$ cat src/rtl/control_sequencer.sv
// control_sequencer
//   Hardwired control unit for the CPU datapath. Each instruction is stepped through
//   T0..T6: fetch through PC/MAR/MDR, decode IR, then an ALU or MUL/DIV execute and
//   write-back. The strobes connect 1:1 to the datapath control inputs.
//
// Ports
//   clock      in   rising-edge clock
//   clear      in   synchronous active-high reset
//   ir         in   IR contents: op=[31:27], ra=[26:23], rb=[22:19], rc=[18:15]
//   mem_ready  in   memory read data valid this cycle
//   PCout .. Rin    out  datapath strobes
//   reg_sel    out  GP register index used with Rout/Rin
//   alu_op     out  ALU operation (the opcode) during T4, otherwise 0
//   run        out  1 while sequencing, 0 in RST and HALT
module control_sequencer #(
    parameter int unsigned     OPW     = 5,
    parameter int unsigned     RSW     = 4,
    parameter logic [OPW-1:0]  OP_ADD  = 5'b00011,
    parameter logic [OPW-1:0]  OP_SUB  = 5'b00100,
    parameter logic [OPW-1:0]  OP_AND  = 5'b00101,
    parameter logic [OPW-1:0]  OP_OR   = 5'b00110,
    parameter logic [OPW-1:0]  OP_MUL  = 5'b01111,
    parameter logic [OPW-1:0]  OP_DIV  = 5'b10000,
    parameter logic [OPW-1:0]  OP_HALT = 5'b11011
) (
    input  logic           clock,
    input  logic           clear,
    input  logic [31:0]    ir,
    input  logic           mem_ready,
    output logic           PCout,
    output logic           IncPC,
    output logic           PCin,
    output logic           MARin,
    output logic           Zin,
    output logic           Read,
    output logic           MDRin,
    output logic           MDRout,
    output logic           IRin,
    output logic           Yin,
    output logic           Zlowout,
    output logic           ZHighout,
    output logic           LOin,
    output logic           HIin,
    output logic           Rout,
    output logic           Rin,
    output logic [RSW-1:0] reg_sel,
    output logic [OPW-1:0] alu_op,
    output logic           run
);

    typedef enum logic [3:0] {
        StRst,
        StT0,
        StT1,
        StT2,
        StT3,
        StT4,
        StT5,
        StT6,
        StHalt
    } state_e;

    state_e state_q, state_d;
    // Set while T1 is being held for memory; suppresses the repeat PCin pulse.
    logic   t1_wait_q, t1_wait_d;

    logic [OPW-1:0] op;
    logic [RSW-1:0] ra, rb, rc;
    logic           is_alu, is_muldiv;

    assign op = ir[31 -: OPW];
    assign ra = ir[31-OPW -: RSW];
    assign rb = ir[31-OPW-RSW -: RSW];
    assign rc = ir[31-OPW-2*RSW -: RSW];

    logic unused_ir;
    assign unused_ir = ^ir[31-OPW-3*RSW:0];

    assign is_alu    = (op == OP_ADD) || (op == OP_SUB) || (op == OP_AND) || (op == OP_OR);
    assign is_muldiv = (op == OP_MUL) || (op == OP_DIV);

    always_ff @(posedge clock) begin
        if (clear) begin
            state_q   <= StRst;
            t1_wait_q <= 1'b0;
        end else begin
            state_q   <= state_d;
            t1_wait_q <= t1_wait_d;
        end
    end

    // Next state
    always_comb begin
        state_d   = state_q;
        t1_wait_d = (state_q == StT1) && !mem_ready;
        unique case (state_q)
            StRst:  state_d = StT0;
            StT0:   state_d = StT1;
            StT1:   state_d = mem_ready ? StT2 : StT1;
            StT2:   state_d = StT3;
            StT3: begin
                if (op == OP_HALT)             state_d = StHalt;
                else if (is_alu || is_muldiv)  state_d = StT4;
                else                           state_d = StT0;
            end
            StT4:   state_d = StT5;
            StT5:   state_d = is_muldiv ? StT6 : StT0;
            StT6:   state_d = StT0;
            StHalt: state_d = StHalt;
            default: state_d = StRst;
        endcase
    end

    // Moore outputs: decode of state_q (and ir from T3 on)
    always_comb begin
        PCout    = 1'b0;
        IncPC    = 1'b0;
        PCin     = 1'b0;
        MARin    = 1'b0;
        Zin      = 1'b0;
        Read     = 1'b0;
        MDRin    = 1'b0;
        MDRout   = 1'b0;
        IRin     = 1'b0;
        Yin      = 1'b0;
        Zlowout  = 1'b0;
        ZHighout = 1'b0;
        LOin     = 1'b0;
        HIin     = 1'b0;
        Rout     = 1'b0;
        Rin      = 1'b0;
        reg_sel  = '0;
        alu_op   = '0;
        run      = 1'b0;
        unique case (state_q)
            StT0: begin
                run   = 1'b1;
                PCout = 1'b1;
                IncPC = 1'b1;
                MARin = 1'b1;
                Zin   = 1'b1;
            end
            StT1: begin
                run     = 1'b1;
                Zlowout = 1'b1;
                PCin    = !t1_wait_q;
                Read    = 1'b1;
                MDRin   = 1'b1;
            end
            StT2: begin
                run    = 1'b1;
                MDRout = 1'b1;
                IRin   = 1'b1;
            end
            StT3: begin
                run = 1'b1;
                if (op != OP_HALT && (is_alu || is_muldiv)) begin
                    Rout    = 1'b1;
                    reg_sel = rb;
                    Yin     = 1'b1;
                end
            end
            StT4: begin
                run     = 1'b1;
                Rout    = 1'b1;
                reg_sel = rc;
                alu_op  = op;
                Zin     = 1'b1;
            end
            StT5: begin
                run = 1'b1;
                if (is_alu) begin
                    Zlowout = 1'b1;
                    Rin     = 1'b1;
                    reg_sel = ra;
                end else if (is_muldiv) begin
                    Zlowout = 1'b1;
                    LOin    = 1'b1;
                end
            end
            StT6: begin
                run      = 1'b1;
                ZHighout = 1'b1;
                HIin     = 1'b1;
            end
            default: ;
        endcase
    end

endmodule

$ cat config.mk
export PLATFORM = sky130hd
export DESIGN_NAME = control_sequencer
export DESIGN_NICKNAME = d
export VERILOG_FILES = /design/src/rtl/control_sequencer.sv
export SDC_FILE = /design/constraint.sdc
export NUM_CORES = 1
export LEC_CHECK = 0
export CAP_MARGIN = 20
export CELL_PAD_IN_SITES_DETAIL_PLACEMENT = 0
export CELL_PAD_IN_SITES_GLOBAL_PLACEMENT = 2
export CORE_UTILIZATION = 11
export CTS_CLUSTER_DIAMETER = 50
export CTS_CLUSTER_SIZE = 14
export DETAILED_ROUTE_END_ITERATION = 10
export GPL_TIMING_DRIVEN = 0
export MAX_ROUTING_LAYER = met4
export PLACE_DENSITY = 0.82
export SYNTH_ARGS = -nofsm -noshare
export SYNTH_HDL_FRONTEND = slang
export SYNTH_SLANG_ARGS = --single-unit
$ cat constraint.sdc
create_clock -name clock -period 1.6 [get_ports clock]
set_clock_uncertainty 0.2 [all_clocks]
set_input_delay 0.32 -clock clock [delete_from_list [all_inputs] [get_ports clock]]
set_output_delay 0.32 -clock clock [all_outputs]
set_load 0.05 [all_outputs]
==> flow_summary.ini, run 1 <==
[outcome]
status = finished with violations
violations = negative setup slack

[min_path]
hold_path_startpoint = state_q[3]
hold_end = state_q[3]
hold_path.class = flip-flop to flip-flop
min_path_cells = 2

[die]
die_y_um = 72.51
ios = 61
rows = 25
start_util_pct = 11.50
die-area_mm2 = 0.005257
core_area_mm2 = 0.004755
die_x_um = 72.51

[placed_design]
place_hpwl_um = 1715
place_worst_setup_slack_ps = -1621
gp_congestion = 0.7411
io_buffers = 45

[power_and_ir_drop]
internal-power_w = 0.0007992
p_total_w = 0.001336
leakage_nw = 0.7289
power_density_mw_per_mm2 = 784.9
seq_power_share_pct = 12.0
swShare_pct = 40.16
clockPowerShare_pct = 18.1
pwr-share-comb_pct = 69.9
p_switching_w = 0.0005363
irDropWorstVdd_mv = 0.4792

[synthesis]
ys.flop_type = dfxtp_1
avgSynthCellArea_um2 = 7.389
yosysSeqAreaShare_pct = 18.31
synth-seq-cells = 5
netlist_area_um2 = 546.8
async_reset_ff_share_pct = 0
ys_warn_count = 0
yosysUniqueCellTypes = 30
synth_edf_count = 0
synth_fp_nets = 109
syn-instance-count = 74

[clock_network]
htree_levels = 1
clk_latency_ps = 230
ctsHoldBuffers = 0
clock-sinks = 5
clockBufferDepth = 2
cts.clk_slew.worst_paths_ps = 30
tritoncts = yes
cts-root-buf = clkbuf_8
cts_buffers = 3

[grt]
use_met1_pct = 10.86
grt_overflow_total = 0
antenna_found_initial = 0
grtUsageMet3_pct = 3.056
met2_usage_pct = 18.38
grt_max_degree = 11
grt_pass1_vias = 875
top_usage_layer = met2
grt_pass1_wl_um = 4091
groute.usage.overall_pct = 10.24

[detailed_routing]
drtPass1Iterations = 4
drt-total-wl_um = 2622
dr.first_iter.drc_count = 13
route.detailed.wl_per_inst_um = 12.37
ant_nets = 0
vias = 837
viasPerCell = 3.948
drc = 0

[setup_path]
critPathLaunchType = primary input
path_class = primary input to output port
cp-end-kind = output port
reg2reg_from = state_q[1]
worstPathMaxFanout = 6
cp.required_ps = 1080
r2r_end = t1_wait_q
cp.arrival_ps = 1640
rrSetupSlack_ps = 40
rr_worst_depth = 6

[timing]
period_share_pct = 134.9
period_needed_ps = 2159
drv_slew = 0
layout_setup_ws_ps = -558.7
rsz0062_at_grt = true
relSlewSlack_pct = 79.79
max_slew.worst_pin.slew_ps = 302.6
setup_tns_ps = -9587
hold_viol_final = 0
fmax_ghz = 0.4632
setup_violations = 26

[run]
max_cap_viol_count = 0

[cells_and_area]
drive_gt1_share_pct = 73.79
n_antenna_cell = 0
mostFrequentLayoutCell = buf_8
fillers = 492
nets = 181
area_growth_pct = 211.2
layout_common_cells = buf_8 (24), buf_6 (21), clkdlybuf4s50_1 (14)
[what timing repair did]
item / CTS / global route
resized for setup: 254 / 17
setup buffers: 18 / 10
pin swaps: 9 / 11
setup endpoints to repair: 30 / 29
[registers in the layout (all words and copies together) (netlist names)]
signal	count
state_q	4
t1_wait_q	1
[final cells by class]
class	instances	area, um^2	share of cell area [%]
timing repair buffer	71	832.0	48.90
multi-input combinational	53	520.5	30.59
sequential	5	115.1	6.765
inverter	6	32.53	1.912
tap	67	83.83	4.926
buffer	6	72.57	4.265
clock buffer	4	45.04	2.647
[how the worst max path moves through the flow]
stage / end / slack [ps] / startpoint
after CTS: reg_sel[1] / -610 / ir[28]
after floorplan: reg_sel[0] / -470 / ir[30]
after detailed placement: Zlowout / -1620 / ir[30]
final: reg_sel[1] / -560 / ir[28]
after global routing: reg_sel[1] / -600 / ir[28]
after global placement: Zlowout / -1620 / ir[30]
[power by group through the flow]
stage / registers [W] / clock network (W) / logic [W]
floorplan: 0.000148 / 0 / 0.000451
global placement: 0.000149 / 0 / 0.000636
detailed placement: 0.000150 / 0 / 0.000644
CTS: 0.000147 / 0.000250 / 0.000888
global route: 0.000163 / 0.000259 / 0.000980
finish: 0.000160 / 0.000242 / 0.000933
[kinds of logic (layout without fill, tap and decap cells)]
family / Yosys count / after routing / share of synthesized area, %
DFF: 5 / 5 / 18.31
AOI/OAI and AO/OA: 15 / 15 / 24.94
and+or+nand+nor: 38 / 38 / 41.42
buffers and inverters: 16 / 87 / 15.33
[worst max-delay path: stages]
cell and delay [ps]:
buf_8 100, or3_4 390, o22ai_4 200, o2111ai_4 170
inv_4 120, a221o_2 180, buf_8 140
[stage by stage]
stage                     hold slack, ps  std cells  util [%]  cell area, um^2
after detailed placement           418.2        186     25.87             1230
final                              325.7        212     35.79             1702
after CTS                          302.2        206     33.55             1595
after floorplan                    196.8         74         -            695.7
after global placement             409.8        186     25.87             1230
after global routing               338.3        212     35.79             1702
[layer usage]
| metal | routed length (um) | vias up |
|---|---|---|
| met1 | 936 | 391 |
| met2 | 1488 | 32 |
| met3 | 172 | 5 |
| li1 | - | 409 |
| met5 | 0 | - |
| met4 | 24 | 0 |
[Yosys cell counts, drive strengths merged, types with 2 or more instances]
master | number | area, um^2
a21oi | 3 | 15.01
nand2b | 3 | 26.27
a221o | 4 | 40.04
dfxtp | 5 | 100.1
nand3b | 2 | 15.01
and3 | 11 | 70.07
buf | 9 | 57.56
a31oi | 2 | 12.51
nand3 | 3 | 15.01
nor3 | 3 | 15.01
or2 | 2 | 12.51
nor2b | 2 | 15.02
inv | 6 | 22.52
nor2 | 7 | 26.28
or3 | 2 | 12.51
Note: power is estimated with default switching activity, not from simulation.
==> run 2: changes to the inputs <==
--- a/config.mk
+++ b/config.mk
@@ -8,6 +8,7 @@
 export CAP_MARGIN = 20
 export CELL_PAD_IN_SITES_DETAIL_PLACEMENT = 0
 export CELL_PAD_IN_SITES_GLOBAL_PLACEMENT = 2
+export CORE_MARGIN = 3
 export CORE_UTILIZATION = 11
 export CTS_CLUSTER_DIAMETER = 50
 export CTS_CLUSTER_SIZE = 14
==> flow_summary.ini, run 2 (synthesis gave the netlist of run 1 again) <==
[outcome]
status = finished with violations
violations = negative setup slack

[power_and_ir_drop]
irDropWorstVdd_mv = 0.4870
leakage_nw = 0.7460
power_density_mw_per_mm2 = 751.4
p_total_w = 0.001325

[die]
start_util_pct = 11.50
ios = 61
die_y_um = 76.51
core_area_mm2 = 0.004755
die_x_um = 76.51
rows = 25
die-area_mm2 = 0.005853

[setup_path]
reg2reg_from = state_q[0]
critPathLaunchType = primary input
path_class = primary input to output port
worstPathMaxFanout = 6
setup.worst_path.start = ir[28]
cp-end-kind = output port
cp.arrival_ps = 1630
r2r_end = state_q[1]
rr_worst_depth = 5
rrSetupSlack_ps = 80
cp.required_ps = 1080

[clock_network]
clock-sinks = 5
clk_latency_ps = 220
cts.clk_slew.worst_paths_ps = 40
cts-root-buf = clkbuf_8
tritoncts = yes
cts_buffers = 3
htree_levels = 1
clockBufferDepth = 2

[detailed_routing]
met2_length_um = 1396
maxUsedRoutingLayer = met3
vias = 843
drtPass1Iterations = 2
drc = 0
ant_nets = 0
route.detailed.wl_per_inst_um = 12.07
met3_length_um = 135
viasPerCell = 3.903
drt-total-wl_um = 2608
wl_met1_um = 1076
dr.first_iter.drc_count = 13

[cells_and_area]
nets = 185
area_growth_pct = 222.4
layout_common_cells = buf_8 (22), buf_6 (21), buf_4 (14), clkdlybuf4s50_1 (14), and3_4 (8)
n_antenna_cell = 0
post_layout_nonfiller_instances = 216
post-route-util_pct = 37.08
largest_register_ffs = 4
mostFrequentLayoutCell = buf_8
top_regs = state_q x4, t1_wait_q x1
top_register = state_q
fillers = 492
drive_gt1_share_pct = 73.15

[timing]
period_share_pct = 134.5
layout_setup_ws_ps = -552.2
period_needed_ps = 2152
holdWs_ps = 310.4
relSlewSlack_pct = 82.29
fmax_ghz = 0.4646
drv_slew = 0
hold_viol_final = 0
setup_violations = 26
rsz0062_at_grt = true
max_slew.worst_pin.slew_ps = 265.1

[min_path]
hold_path.class = flip-flop to flip-flop
hold_end = state_q[3]
min_path_cells = 2
hold_path_startpoint = state_q[3]

[grt]
antenna_found_initial = 0
grt_pass1_wl_um = 4153
grt_overflow_total = 0
grt_pass1_vias = 851
groute.usage.overall_pct = 8.736
grt_max_degree = 11

[placed_design]
io_buffers = 45
gp_congestion = 0.7195
post-place-cells = 186
place_hpwl_um = 1813

[run]
max_cap_viol_count = 0
==> run 2: worst max path at each step <==
stage | cells past startpoint | to | slack [ps]
after floorplan | 5 | reg_sel[0] | -470
after global placement | 6 | Zlowout | -1620
after detailed placement | 6 | Zlowout | -1610
after CTS | 7 | reg_sel[0] | -600
after global routing | 7 | reg_sel[1] | -610
final | 7 | reg_sel[0] | -550
==> run 2: metrics by stage <==
step	area, um^2	worst slack, ps	TNS (ps)
5_1_grt	1763	-611.6	-11580
6_report	1763	-552.2	-10150
3_5_place_dp	1230	-1606	-27480
3_3_place_gp	1230	-1616	-27200
4_1_cts	1565	-598.4	-10060
2_1_floorplan	695.7	-474.7	-4766
==> run 2: report_power, final <==
group	leakage (nW)	switching, W	total (W)	internal, W
clock	0.0228	0.0000691	0.000241	0.000172
sequential	0.0433	0.0000135	0.000153	0.000139
combinational	0.680	0.000439	0.000931	0.000492
==> run 2: timing repair <==
action / CTS / global route
pin swaps: 8 / 16
setup endpoints to repair: 30 / 27
buffers inserted: 14 / 14
hold buffers: 0 / 0
resized for setup: 245 / 19
==> run 2: metal layers <==
| metal | GRT usage, % | vias up |
|---|---|---|
| li1 | - | 412 |
| met5 | - | - |
| met2 | 15.38 | 27 |
| met3 | 3.073 | 0 |
| met1 | 9.979 | 404 |
| met4 | 0.5435 | 0 |
==> run 2: area by class of cell <==
class                      count  area, um^2  share of cell area, %
timing repair buffer          73       874.6                  49.61
buffer                         8       112.6                  6.388
clock buffer                   4       45.04                  2.555
multi-input combinational     53       501.7                  28.46
sequential                     5       112.6                  6.388
inverter                       6       32.53                  1.845
tap                           67       83.83                  4.755
==> run 2: critical path: stages <==
cell and delay, ps:
buf_8 100, or3_4 390, o22ai_4 200, o2111ai_2 170
inv_4 130, a221o_2 170, buf_8 140
